[src/rtl/dem_switch_seq_gen.sv]
// DEM switching-sequence generator for one tree layer.
// A shared 16-bit Galois LFSR supplies the random decision bits and PN swap
// bits. Each node runs a three-state first-order shaper so its sequence is
// zero on even inputs, +/-1 on odd inputs, and its running sum stays in [-1,+1].

module dem_switch_node (
   input  logic clk_i,
   input  logic reset_i,
   input  logic step_i,
   input  logic x_lsb_i,
   input  logic rnd_i,
   output logic s_pos_o,
   output logic s_neg_o
);

   typedef enum logic [1:0] {ST_ZERO = 2'd0, ST_POS = 2'd1, ST_NEG = 2'd2} state_t;

   state_t state_q, state_nxt;

   // State register: the running sum of emitted values.
   always_ff @(posedge clk_i) begin
      if (reset_i) state_q <= ST_ZERO;
      else         state_q <= state_nxt;
   end

   // Next state: odd inputs toggle away from / back to zero; even inputs hold.
   always_comb begin
      state_nxt = state_q;
      if (step_i && x_lsb_i) begin
         case (state_q)
            ST_ZERO: state_nxt = rnd_i ? ST_POS : ST_NEG;
            ST_POS:  state_nxt = ST_ZERO;
            ST_NEG:  state_nxt = ST_ZERO;
            default: state_nxt = ST_ZERO;
         endcase
      end
   end

   // Output: value for this sample, chosen to pull the running sum back to zero.
   always_comb begin
      s_pos_o = 1'b0;
      s_neg_o = 1'b0;
      if (x_lsb_i) begin
         case (state_q)
            ST_ZERO: begin
               s_pos_o = rnd_i;
               s_neg_o = ~rnd_i;
            end
            ST_POS:  s_neg_o = 1'b1;
            ST_NEG:  s_pos_o = 1'b1;
            default: s_neg_o = 1'b0;
         endcase
      end
   end

endmodule

module dem_switch_seq_gen #(
   parameter int          WIDTH = 16,
   parameter int          NODES = 4,
   parameter logic [15:0] SEED  = 16'hACE1
) (
   input  logic                     clk_i,
   input  logic                     reset_i,
   input  logic                     en_i,
   input  logic                     seed_load_i,
   input  logic [15:0]              seed_i,
   input  logic [NODES-1:0]         x_lsb_i,
   output logic [NODES-1:0]         pn_seq_o,
   output logic [NODES*WIDTH-1:0]   quantized_value_o,
   output logic                     valid_o
);

   logic [15:0]                  lfsr_q;
   logic [15:0]                  lfsr_nxt;
   logic                         step;
   logic [NODES-1:0]             s_pos;
   logic [NODES-1:0]             s_neg;
   logic [NODES-1:0][WIDTH-1:0]  word_d;
   logic [NODES-1:0][WIDTH-1:0]  word_q;
   logic [NODES-1:0]             pn_q;
   logic                         valid_q;

   // A seed load swallows any step requested in the same cycle.
   assign step = en_i & ~seed_load_i;

   // Galois right-shift LFSR, taps x^16+x^14+x^13+x^11+1.
   always_comb begin
      lfsr_nxt = {1'b0, lfsr_q[15:1]} ^ (lfsr_q[0] ? 16'hB400 : 16'h0000);
   end

   // Node i draws its decision bit from the top of the LFSR and its PN bit from
   // the bottom, so the two never alias for up to eight nodes.
   for (genvar g = 0; g < NODES; g++) begin : g_node
      dem_switch_node u_node (
         .clk_i   (clk_i),
         .reset_i (reset_i),
         .step_i  (step),
         .x_lsb_i (x_lsb_i[g]),
         .rnd_i   (lfsr_q[15-g]),
         .s_pos_o (s_pos[g]),
         .s_neg_o (s_neg[g])
      );

      // Two's complement encoding: -1 is all ones, +1 is a lone LSB.
      always_comb begin
         word_d[g] = s_neg[g] ? {WIDTH{1'b1}} : {{(WIDTH-1){1'b0}}, s_pos[g]};
      end
   end

   // LFSR and output registers; outputs only change on an accepted step.
   always_ff @(posedge clk_i) begin
      if (reset_i) begin
         lfsr_q  <= SEED;
         pn_q    <= '0;
         word_q  <= '0;
         valid_q <= 1'b0;
      end else if (seed_load_i) begin
         lfsr_q  <= (seed_i == 16'h0000) ? SEED : seed_i;
         valid_q <= 1'b0;
      end else if (en_i) begin
         lfsr_q  <= lfsr_nxt;
         pn_q    <= lfsr_q[NODES-1:0];
         word_q  <= word_d;
         valid_q <= 1'b1;
      end else begin
         valid_q <= 1'b0;
      end
   end

   assign pn_seq_o          = pn_q;
   assign quantized_value_o = word_q;
   assign valid_o           = valid_q;

endmodule
[config.mk]
export PLATFORM = sky130hd
export DESIGN_NAME = dem_switch_seq_gen
export DESIGN_NICKNAME = d
export VERILOG_FILES = /design/src/rtl/dem_switch_seq_gen.sv
export SDC_FILE = /design/constraint.sdc
export NUM_CORES = 1
export LEC_CHECK = 0
export BUFFER_PORTS_ARGS = -buffer_cell sky130_fd_sc_hd__buf_2
export CAP_MARGIN = 10
export CORE_MARGIN = 1.5
export CORE_UTILIZATION = 47
export CTS_CLUSTER_DIAMETER = 150
export DETAILED_ROUTE_END_ITERATION = 6
export PLACE_DENSITY = 0.9
export SLEW_MARGIN = 25
export SYNTH_ARGS = -nofsm -noshare
export SYNTH_HDL_FRONTEND = slang
export SYNTH_SLANG_ARGS = --single-unit
[constraint.sdc]
create_clock -name clk_i -period 1.7 [get_ports clk_i]
set_clock_uncertainty 0.15 [all_clocks]
set_input_delay 0.17 -clock clk_i [delete_from_list [all_inputs] [get_ports clk_i]]
set_output_delay 0.17 -clock clk_i [all_outputs]
set_load 0.1 [all_outputs]
==> impl_metrics.json <==
{
  "fin_worst_hold_slack_ps": 12.0,
  "worstSkewPairLatency_ps": 290,
  "report.final.slew_viol_count": 0,
  "r2r_setup_slack_ps": 290,
  "min_path_cells": 3,
  "insertedDiodeCount": 0,
  "period_minus_ws_final_ps": 1620,
  "mostFrequentLayoutCells": "sky130_fd_sc_hd__buf_2 (92), sky130_fd_sc_hd__dfxtp_1 (33), sky130_fd_sc_hd__nand2_1 (29)",
  "overall_power_w": 0.00225,
  "final.period_utilization": 0.952,
  "die_height_um": 70.4,
  "crit_path_start_kind": "primary input",
  "ant_nets": 0,
  "core_area_mm2": 0.00435,
  "global_route.usage.total": 0.175,
  "synth_enable_flop_cells": 0,
  "seq_power_share": 0.427,
  "r2r-start": "lfsr_q[0]",
  "crit_family": "buffers and inverters",
  "sw_frac_of_total": 0.399,
  "switching_power_w": 0.000897,
  "cts_root_buf": "sky130_fd_sc_hd__clkbuf_8",
  "initial_utilization": 0.491,
  "critical_path_fanout_max": 6,
  "final-instance-count-excl-fill": 343,
  "routed_wl_um": 4380,
  "p_comb_frac": 0.321,
  "power_per_cell_area_mw_per_mm2": 921,
  "cp_slowest_cell": "sky130_fd_sc_hd__dlygate4sd3_1",
  "post_synth_instance_area_mm2": 0.00214,
  "area.growth.synth_to_final_pct": 14.3,
  "netlist-cell-type-count": 29,
  "cts_tree": "yes",
  "gp_congestion": 0.838,
  "asyncSetResetFlopFracSynth": 0,
  "grt_start_max_net_pins": 20,
  "h_tree_depth": 2,
  "pin_count": 93,
  "criticalPathCategory": "primary input to register",
  "final_layout_net_count": 316,
  "status": "completed",
  "worst_ep_required_time_ps": 1760,
  "worst_r2r_path_depth": 3,
  "synth_seq_area_share": 0.347,
  "power_report.internal_total_w": 0.00135,
  "final_common_cell": "sky130_fd_sc_hd__buf_2",
  "cts_max_path_buffers": 2,
  "final-setup-viol-count": 0,
  "drive_above_1_share": 0.433,
  "drv_cap": 0,
  "place.port_buffers": 92,
  "hold_path_end": "lfsr_q[2]",
  "row_count": 24,
  "critPathCaptureType": "register",
  "post_drt_wl_per_cell_um": 12.8,
  "vias_per_cell": 5.14,
  "final_cell_area_mm2": 0.00244,
  "numClockSinks": 37,
  "fmax_ghz": 0.618,
  "arrival_time_of_the_worst_setup_path_ps": 1680,
  "via_count": 1762,
  "synth_instances": 243,
  "vdd_ir_drop_max_uv": 455,
  "syn-num-nets": 267,
  "drc": 0,
  "dominantRegCellSynth": "sky130_fd_sc_hd__dfxtp_1",
  "antenna_found_initial": 0,
  "first_pass_grt_wire_length_um": 6960,
  "ys_warn_count": 0,
  "static-leakage-power_nw": 1.24,
  "placed_cells_incl_taps": 327,
  "grt_pass1_vias": 1544,
  "fill_cell_total_of_the_finished_layout": 388,
  "min_path_type": "primary input to register",
  "hold_viol_final": 0,
  "critical_path.n_buffers_inverters": 2,
  "worst-slew-pin-transition_ps": 530,
  "detail_route.first_pass.iterations": 4,
  "crit-reg2reg-capture": "lfsr_q[10]",
  "grt-ovfl-total": 0,
  "clock_buffer_count_from_cts": 5,
  "flip_flop_and_latch_count_after_synthesis": 37,
  "cts_post_setup_buffers_inserted": 0,
  "slew-limit-headroom": 0.643,
  "worst_setup_hold_path_clk_slew_ps": 70,
  "drt-initial-drc-count": 80,
  "cpPeakStageDelay_ps": 540,
  "fp.dieArea_mm2": 0.00496,
  "dpl_cell_area_mm2": 0.00224,
  "post-dp-hpwl_um": 3120,
  "die_outline_width_um": 70.4,
  "postSynthAreaPerCell_um2": 8.79,
  "p_clk_frac": 0.252,
  "timing.critical_path.cells": "dlygate4sd3_1 -> buf_2 -> nor4_2 -> a41oi_2 -> a22oi_1",
  "hold_path.startpoint": "seed_i[2]"
}
## logic make-up after synthesis
group           Yosys count  synth area share
simple gates             76             0.214
compound gates           33            0.0925
xor+xnor                  3            0.0123
buf+inv                  74             0.237
flops                    37             0.347
mux                      20            0.0978
## synthesized netlist by cell type (3+ instances only)
cell type,count,area share
sky130_fd_sc_hd__buf_4,57,0.20
sky130_fd_sc_hd__dfxtp_1,37,0.35
sky130_fd_sc_hd__nand2_1,29,0.051
sky130_fd_sc_hd__a21oi_1,22,0.052
sky130_fd_sc_hd__mux2i_1,13,0.061
sky130_fd_sc_hd__nor2_1,12,0.021
sky130_fd_sc_hd__a22oi_1,7,0.025
sky130_fd_sc_hd__mux2_2,7,0.037
sky130_fd_sc_hd__buf_2,6,0.014
sky130_fd_sc_hd__inv_1,6,0.011
sky130_fd_sc_hd__nand2b_1,6,0.018
sky130_fd_sc_hd__clkbuf_1,4,0.0070
sky130_fd_sc_hd__nand3_1,4,0.0094
sky130_fd_sc_hd__nand3b_4,4,0.037
sky130_fd_sc_hd__nor3b_1,4,0.014
sky130_fd_sc_hd__nor4_1,4,0.012
sky130_fd_sc_hd__nand4b_1,3,0.012
sky130_fd_sc_hd__or4_1,3,0.011
sky130_fd_sc_hd__or4b_1,3,0.014
## metal layers
layer	GRT usage	vias to the layer above	share of wire
met5	0	-	0
met4	0.0577	0	0.010
met3	0.0548	5	0.084
met2	0.302	90	0.50
met1	0.204	798	0.41
li1	-	869	-
## worst min-delay path, cell delays in order
cell and delay, ps:
sky130_fd_sc_hd__buf_2 100, sky130_fd_sc_hd__mux2i_1 60, sky130_fd_sc_hd__nor2_1 80
## power groups by stage
stage | logic (W) | clock network (W) | registers [W]
CTS | 0.000715 | 0.000586 | 0.000960
finish | 0.000722 | 0.000568 | 0.000960
floorplan | 0.000555 | 0 | 0.00105
global placement | 0.000688 | 0 | 0.000975
global route | 0.000752 | 0.000620 | 0.000968
detailed placement | 0.000696 | 0 | 0.000979
## metrics by stage
| step | setup TNS [ps] | utilization | worst slack (ps) |
|---|---|---|---|
| global placement | 0 | 0.515 | 181 |
| floorplan | 0 | - | 214 |
| CTS | 0 | 0.555 | 15.4 |
| finish | 0 | 0.561 | 81.4 |
| detailed placement | 0 | 0.515 | 125 |
| global route | -7.54 | 0.561 | -4.39 |
## how the worst max path moves through the flow
stage / slack [ps] / startpoint / cells past startpoint / end
5_1_grt: -4 / seed_i[12] / 5 / lfsr_q[15]
2_1_floorplan: 210 / quantized_value_o[14] / 1 / quantized_value_o[10]
3_3_place_gp: 180 / en_i / 4 / g_node[2].u_node.state_q[0]
3_5_place_dp: 130 / en_i / 4 / g_node[2].u_node.state_q[0]
4_1_cts: 20 / seed_i[6] / 5 / lfsr_q[11]
6_report: 80 / seed_i[12] / 5 / lfsr_q[5]
## final cells by class
type                       instances  area, µm²  share of cell area
multi-input combinational        132        915               0.374
sequential                        37        746               0.305
timing repair buffer             110        621               0.254
clock buffer                       5       68.8              0.0282
tap                               52       65.1              0.0266
inverter                           6       22.5             0.00922
clock inverter                     1       5.00             0.00205
## what timing repair did
item	CTS	global route
resized for setup	0	4
setup endpoints to repair	0	6
hold buffers	10	0
endpoints found under the hold margin	10	0
## registers in the layout, indices dropped and copies added, names as in the netlist
register	flops
lfsr_q	16
g_node.u_node.state_q	8
quantized_value_o	8
pn_seq_o	4
valid_o	1
Power figures use the tool's default switching activity.
